<file path="src/rtl/fetch_sequencer.sv">
// Program counter and fetch sequencing into the IF/ID latch; fetched words appear one cycle after imem_ready.
// When decode stalls, one extra word is parked in a skid register and requests pause until the latch frees.
module fetch_sequencer #(
  parameter logic [15:0] RESET_PC = 16'h0000,
  parameter logic [15:0] PC_INC   = 16'h0001
) (
  input  logic        clk,
  input  logic        rst_n,
  output logic        imem_req,
  output logic [15:0] imem_addr,
  input  logic        imem_ready,
  input  logic [15:0] imem_rdata,
  input  logic        stall,
  input  logic        redirect_valid,
  input  logic [15:0] redirect_pc,
  output logic        if_valid,
  output logic [15:0] if_instr,
  output logic [15:0] if_pc
);

  typedef enum logic [1:0] {IDLE, FETCH, HOLD, DRAIN} state_t;

  state_t      state_q, state_d;
  logic [15:0] pc_q, pc_d;
  logic [15:0] addr_q, addr_d;
  logic [15:0] skid_instr_q, skid_instr_d;
  logic [15:0] skid_pc_q, skid_pc_d;
  logic        vld_d;
  logic [15:0] instr_d, ipc_d;
  logic        latch_free;

  assign latch_free = !if_valid || !stall;
  assign imem_addr  = addr_q;

  always_comb begin
    state_d      = state_q;
    pc_d         = pc_q;
    skid_instr_d = skid_instr_q;
    skid_pc_d    = skid_pc_q;
    vld_d        = if_valid && stall;
    instr_d      = if_instr;
    ipc_d        = if_pc;
    imem_req     = 1'b0;

    case (state_q)
      IDLE: state_d = FETCH;
      FETCH: begin
        imem_req = 1'b1;
        if (imem_ready) begin
          pc_d = pc_q + PC_INC;
          if (latch_free) begin
            vld_d   = 1'b1;
            instr_d = imem_rdata;
            ipc_d   = pc_q;
          end else begin
            skid_instr_d = imem_rdata;
            skid_pc_d    = pc_q;
            state_d      = HOLD;
          end
        end
      end
      HOLD: begin
        if (latch_free) begin
          vld_d   = 1'b1;
          instr_d = skid_instr_q;
          ipc_d   = skid_pc_q;
          state_d = FETCH;
        end
      end
      DRAIN: begin
        imem_req = 1'b1;
        if (imem_ready) state_d = FETCH;
      end
      default: state_d = IDLE;
    endcase

    // A request still outstanding must be drained before the target is fetched.
    if (redirect_valid) begin
      pc_d         = redirect_pc;
      vld_d        = 1'b0;
      skid_instr_d = '0;
      skid_pc_d    = '0;
      if ((state_q == FETCH || state_q == DRAIN) && !imem_ready) state_d = DRAIN;
      else                                                    state_d = FETCH;
    end
  end

  // The address register holds the in-flight address while draining, else follows pc.
  assign addr_d = (state_d == DRAIN) ? addr_q : pc_d;

  always_ff @(posedge clk or negedge rst_n) begin
    if (!rst_n) begin
      state_q      <= IDLE;
      pc_q         <= RESET_PC;
      addr_q       <= RESET_PC;
      skid_instr_q <= '0;
      skid_pc_q    <= '0;
      if_valid     <= 1'b0;
      if_instr     <= '0;
      if_pc        <= '0;
    end else begin
      state_q      <= state_d;
      pc_q         <= pc_d;
      addr_q       <= addr_d;
      skid_instr_q <= skid_instr_d;
      skid_pc_q    <= skid_pc_d;
      if_valid     <= vld_d;
      if_instr     <= instr_d;
      if_pc        <= ipc_d;
    end
  end

endmodule

</file>
<file path="config.mk">
export PLATFORM = sky130hd
export DESIGN_NAME = fetch_sequencer
export DESIGN_NICKNAME = d
export VERILOG_FILES = /design/src/rtl/fetch_sequencer.sv
export SDC_FILE = /design/constraint.sdc
export NUM_CORES = 1
export LEC_CHECK = 0
export CORE_UTILIZATION = 39
export CTS_CLUSTER_DIAMETER = 100
export DETAILED_ROUTE_END_ITERATION = 16
export HOLD_SLACK_MARGIN = 0.02
export PLACE_DENSITY_LB_ADDON = 0.25
export SYNTH_ARGS = -nofsm -noshare
export SYNTH_HDL_FRONTEND = slang
export SYNTH_SLANG_ARGS = --single-unit
</file>
<file path="constraint.sdc">
create_clock -name clk -period 2.3 [get_ports clk]
set_input_delay 0.46 -clock clk [delete_from_list [all_inputs] [get_ports clk]]
set_output_delay 0.46 -clock clk [all_outputs]
set_load 0.02 [all_outputs]
</file>
After elaboration in Yosys (flattened, before gate mapping)
Cells that the tools add are included.
Widths: inputs -> output; s select.

operators by class
  mux-type cells = 31
  equal/unequal tests = 8
  reductions and logical operators = 14
  add/sub/neg operators = 1

operators with widths
  cell                   count
  $mux 16                17
  $pmux 16 s2            2
  $add 16x1->16 const B  1
  $mux 2                 6
  $ne 2x2->1 const B     4
  $pmux 2 s4             1
  $eq 2x2->1 const B     3
  $reduce_bool 2->1      3
  $mux 1                 4
  $reduce_and 4->1       1
  $logic_not 1->1        3
  $reduce_and 3->1       1
  $eq 2x1->1 const B     1
  $logic_and 1x1->1      2
  $logic_not 2->1        1
  $logic_or 1x1->1       2
  $pmux 1 s2             1
  $reduce_or 2->1        1

storage, ports and cells
  register bits after elaboration = 99
  bits of input ports = 37
  logic and storage cells = 62

Longest topological paths before layout
Gate-level depths: netlist (run 1).

  word-level depth = 7
  gate-level depth with buffers = 10
  mapped depth without buffers = 7

Least setup slack after synthesis (run 1)
No wires, ideal clock.

  path type = reg2reg
  from = reg state_q[1]
  to = reg addr_q[10], in the netlist imem_addr[10]
  data required time = 2.175 ns
  stages on the path, launching flop included = 9
  setup slack = 0.156 ns
  buffers on the path = 2
  arrival time = 2.018 ns
  clock period less this slack = 2.144 ns
  cell sequence = dfrtp_1 inv_1 ha_1 buf_4 or2_1 and3_1 o21ai_4 buf_6 mux2_4

between the ends
  cells in the longest elaborated chain, start to end = 6
  elaborated cells between the ends (all ways) = 16

ends and longest elaborated chain
  element                                             RTL line  RTL
  from (decl)                                         23        state_t state_q, state_d;
  from (signal assigned)                              102       state_q <= state_d;
  branches (longest 6 deep; another with $pmux 2 s4)  --
  to (signal assigned)                                104       addr_q <= addr_d;
  to (decl)                                           25        logic [15:0] addr_q, addr_d;

Parallel ways; which one is timed is not known.
A chain may end at the register's enable or synchronous reset.

Worst setup path after layout (run 1)
  from = reg state_q[1]
  to = out imem_req

between the ends
  cells in the longest elaborated chain, start to end = 3
  elaborated cells between the ends (all ways) = 4

ends and longest elaborated chain
  element                                          RTL line  RTL
  $eq 2x1->1 / $eq 2x2->1 (equally long branches)  45        case (state_q)
  $reduce_or 2->1 (no line) (*)                    --
  $mux 1 (*)                                       45
  to (decl)                                        9         output logic imem_req,

Mark *: on every way between the ends. The rest lies on a longest branch, timed or not.

==> impl_results.md, run 1 <==
* Avg WL per Cell at 15.1 um
* Clock tree buffer depth at 2
* Switch Pwr at 2.56 mW
* Mapped cell area at 4560 um^2
* CP endpoint kind: output port
* N_diodes at 0
* Top cells by count, synth: dfrtp_1, nand2_1, a21oi_1, mux2i_1, nor2_1
* Tcrit/Tclk final at 0.914
* Total number of vias at 3414
* Initial core utilization at 0.399
* Min cycle time layout at 2.10 ns
* Area of the die at 12100 um^2
* Clock power frac at 0.215
* Inst Count DP at 660
* GRT Resource Usage Total at 0.178
* Root buffer cell: clkbuf_16
* Status: finished clean
* Final HPWL DP at 6.68 mm
* Net Sw Frac at 0.360
* Final Hold Vio Count at 0
* Peak VDD IR at 0.582 mV
* Drt total wl at 10.2 mm
* Yosys top cell by area: dfrtp_1
* Share of cells above drive strength 1 at 0.120
* Power per cell area at 1190 nW/um^2
* Antenna violations before repair at 0
* Async set or reset register ratio after synthesis at 1.00
* I/O Buffers at 86
* Area share of the largest cell type after synthesis at 0.544
* I/O pin cnt at 87
* Post-synth EDFFs at 0
* Main synth FF type: dfrtp_1
* Core area at 11400 um^2
* RSZ-0062 raised after global routing: false
* Synth warn at 0
* Post-Synthesis Cells at 441
* Comb power frac at 0.426
* Placer congestion estimate at 0.786
* First-pass GRT wire length at 16.6 mm
* Most frequent cell after synthesis: dfrtp_1
* CTS Buf Count at 9
* CP Data Arrival Time at 1.64 ns
* Final slew viol count at 0
* TritonCTS clock tree: built
* Nets@finish at 571
* Number of fill cells in the layout at 1039
* Synthesized Nets at 483
* Clock Skew at 0.00518 ns
* Synth unique cells at 40
* Max Cap Viol at 0
* #FFs+latches synth at 99
* Vias per inst at 5.04
* DR iter-0 viols at 167
* Sequential area share after synthesis at 0.544
* Area growth, synth to finish at 31.2%
* Hold Buf Count CTS at 0
* Worst Path Class, Setup: flop to output port
* Worst-Skew Late Latency at 0.33 ns
* CP Max Fanout at 4
* Seq pwr share at 0.359
* Hold_ws at 0.101 ns
* Final Setup Violations at 0
* H-Tree Depth at 3
* Fin cells at 677
* LEAKAGE at 2.44 nW
* Hold crit path type: input pin to asynchronous set/reset pin
* Row count at 39
* Num Clock Sinks at 99
* Internal power at 4.55 mW
* Worst Setup Start Kind: flop
* Die Width at 110 um
* First-pass iteration count of the detailed router at 4
* Number of global-route vias before repair at 3438
* Total congestion overflow at 0
* Fmax at 0.476 GHz
* Leading post-synthesis cells by cell area: dfrtp_1, mux2i_1, a21oi_1
* Mapped Avg Cell Area at 10.3 um^2
* Worst-margin pin slew at 0.565 ns
* Worst-path clk slew at 0.07 ns
* Largest net degree at the start of global routing at 65
* Critical Path RT at 1.84 ns
* Relative slew slack at 0.623
* Die height at 110 um
* Routed Antenna Nets at 0
* DRC at 0
==> layout by cell type, fill, tap and decap left out, types with 5 or more instances in the layout <==
cell type,synthesis,final
xor2_1,6,6
mux2_4,10,10
nor3_1,5,5
mux2i_1,35,35
xnor2_1,8,8
nand3_1,6,6
inv_1,5,5
dfrtp_1,99,99
o21ai_1,6,6
clkbuf_16,0,9
clkdlybuf4s50_1,0,83
buf_4,3,18
nand2_1,83,83
a21oi_1,67,67
mux2_1,7,7
o21ai_0,8,8
nor2_1,35,34
==> worst max-delay path, stage by stage, from the launching register on <==
cell and delay (ns):
dfrtp_1 0.38, buf_4 0.15, ha_1 0.21, or2_1 0.25
dlygate4sd2_1 0.32
==> final timing paths <==
path	start	end	slack [ns]	cells after the start
setup / recovery	state_q[1]	imem_req	0.20	4
hold / removal	rst_n	if_instr[4]	0.10	1
setup reg to reg	state_q[1]	imem_addr[15]	0.20	8
hold reg to reg	imem_addr[1]	imem_addr[1]	0.49	1
max in group asynchronous	rst_n	pc_q[8]	1.46	2
min in group clk	imem_addr[1]	imem_addr[1]	0.49	1
==> what timing repair did <==
| item | in CTS | in global routing |
|---|---|---|
| pin swaps | 0 | 1 |
| setup buffers | 0 | 1 |
| endpoints found under the setup margin | 1 | 16 |
| gates resized for setup | 2 | 0 |
==> stage by stage <==
| stage | instance area (um^2) | setup WS (ns) | setup TNS, ns | total power [mW] | util |
|---|---|---|---|---|---|
| floorplan | 4560 | 0.156 | 0 | 4.26 | - |
| global placement | 5660 | -0.134 | -1.84 | 5.55 | 0.495 |
| detailed placement | 5660 | -0.165 | -2.31 | 5.60 | 0.495 |
| CTS | 5960 | 0.000899 | 0 | 7.14 | 0.522 |
| global route | 5980 | 0.0261 | 0 | 7.55 | 0.524 |
| finish | 5980 | 0.198 | 0 | 7.11 | 0.524 |
==> cells by family (layout without fill, tap and decap cells) <==
group / after synthesis / count (layout) / synth area share
simple gates: 148 / 148 / 0.150
flops: 99 / 99 / 0.544
compound gates: 87 / 87 / 0.102
mux: 53 / 53 / 0.130
buf+inv: 35 / 128 / 0.0346
xor+xnor: 14 / 14 / 0.0269
fa+ha+maj: 5 / 5 / 0.0137
==> metal layers <==
| metal | global-route usage | vias up | routed length [um] |
|---|---|---|---|
| met5 | 0 | - | 0 |
| li1 | - | 1675 | - |
| met1 | 0.240 | 1631 | 4910 |
| met3 | 0.0435 | 11 | 513 |
| met4 | 0.0404 | 0 | 99 |
| met2 | 0.292 | 97 | 4690 |
==> state kept, by name (all words and copies together), names as in the netlist <==
signal        flops
skid_pc_q        16
if_valid          1
if_instr         16
skid_instr_q     16
pc_q             16
if_pc            16
imem_addr        16
state_q           2
==> power groups by stage <==
stage,clock network (mW),logic (mW),registers (mW)
6_report,1.53,3.03,2.55
3_3_place_gp,0,2.97,2.58
5_1_grt,1.64,3.29,2.62
3_5_place_dp,0,3.01,2.59
2_1_floorplan,0,1.25,3.01
4_1_cts,1.56,3.02,2.56
==> cell type report <==
| class | instances | area, um^2 | share of cell area |
|---|---|---|---|
| clock inverters | 5 | 62.6 | 0.0105 |
| multi-input cells | 307 | 1940 | 0.325 |
| repair buffers | 107 | 1060 | 0.177 |
| inverters | 5 | 18.8 | 0.00314 |
| well taps | 143 | 179 | 0.0299 |
| clock buffers | 11 | 243 | 0.0406 |
| flip-flops and latches | 99 | 2480 | 0.414 |
Note: power is estimated with default switching activity, not from simulation.
==> run 2: changes to the inputs <==
- SLEW_MARGIN: default -> 20
==> results of run 2 <==
Same layout as run 1: the final DEF is identical, and so are final timing and power.
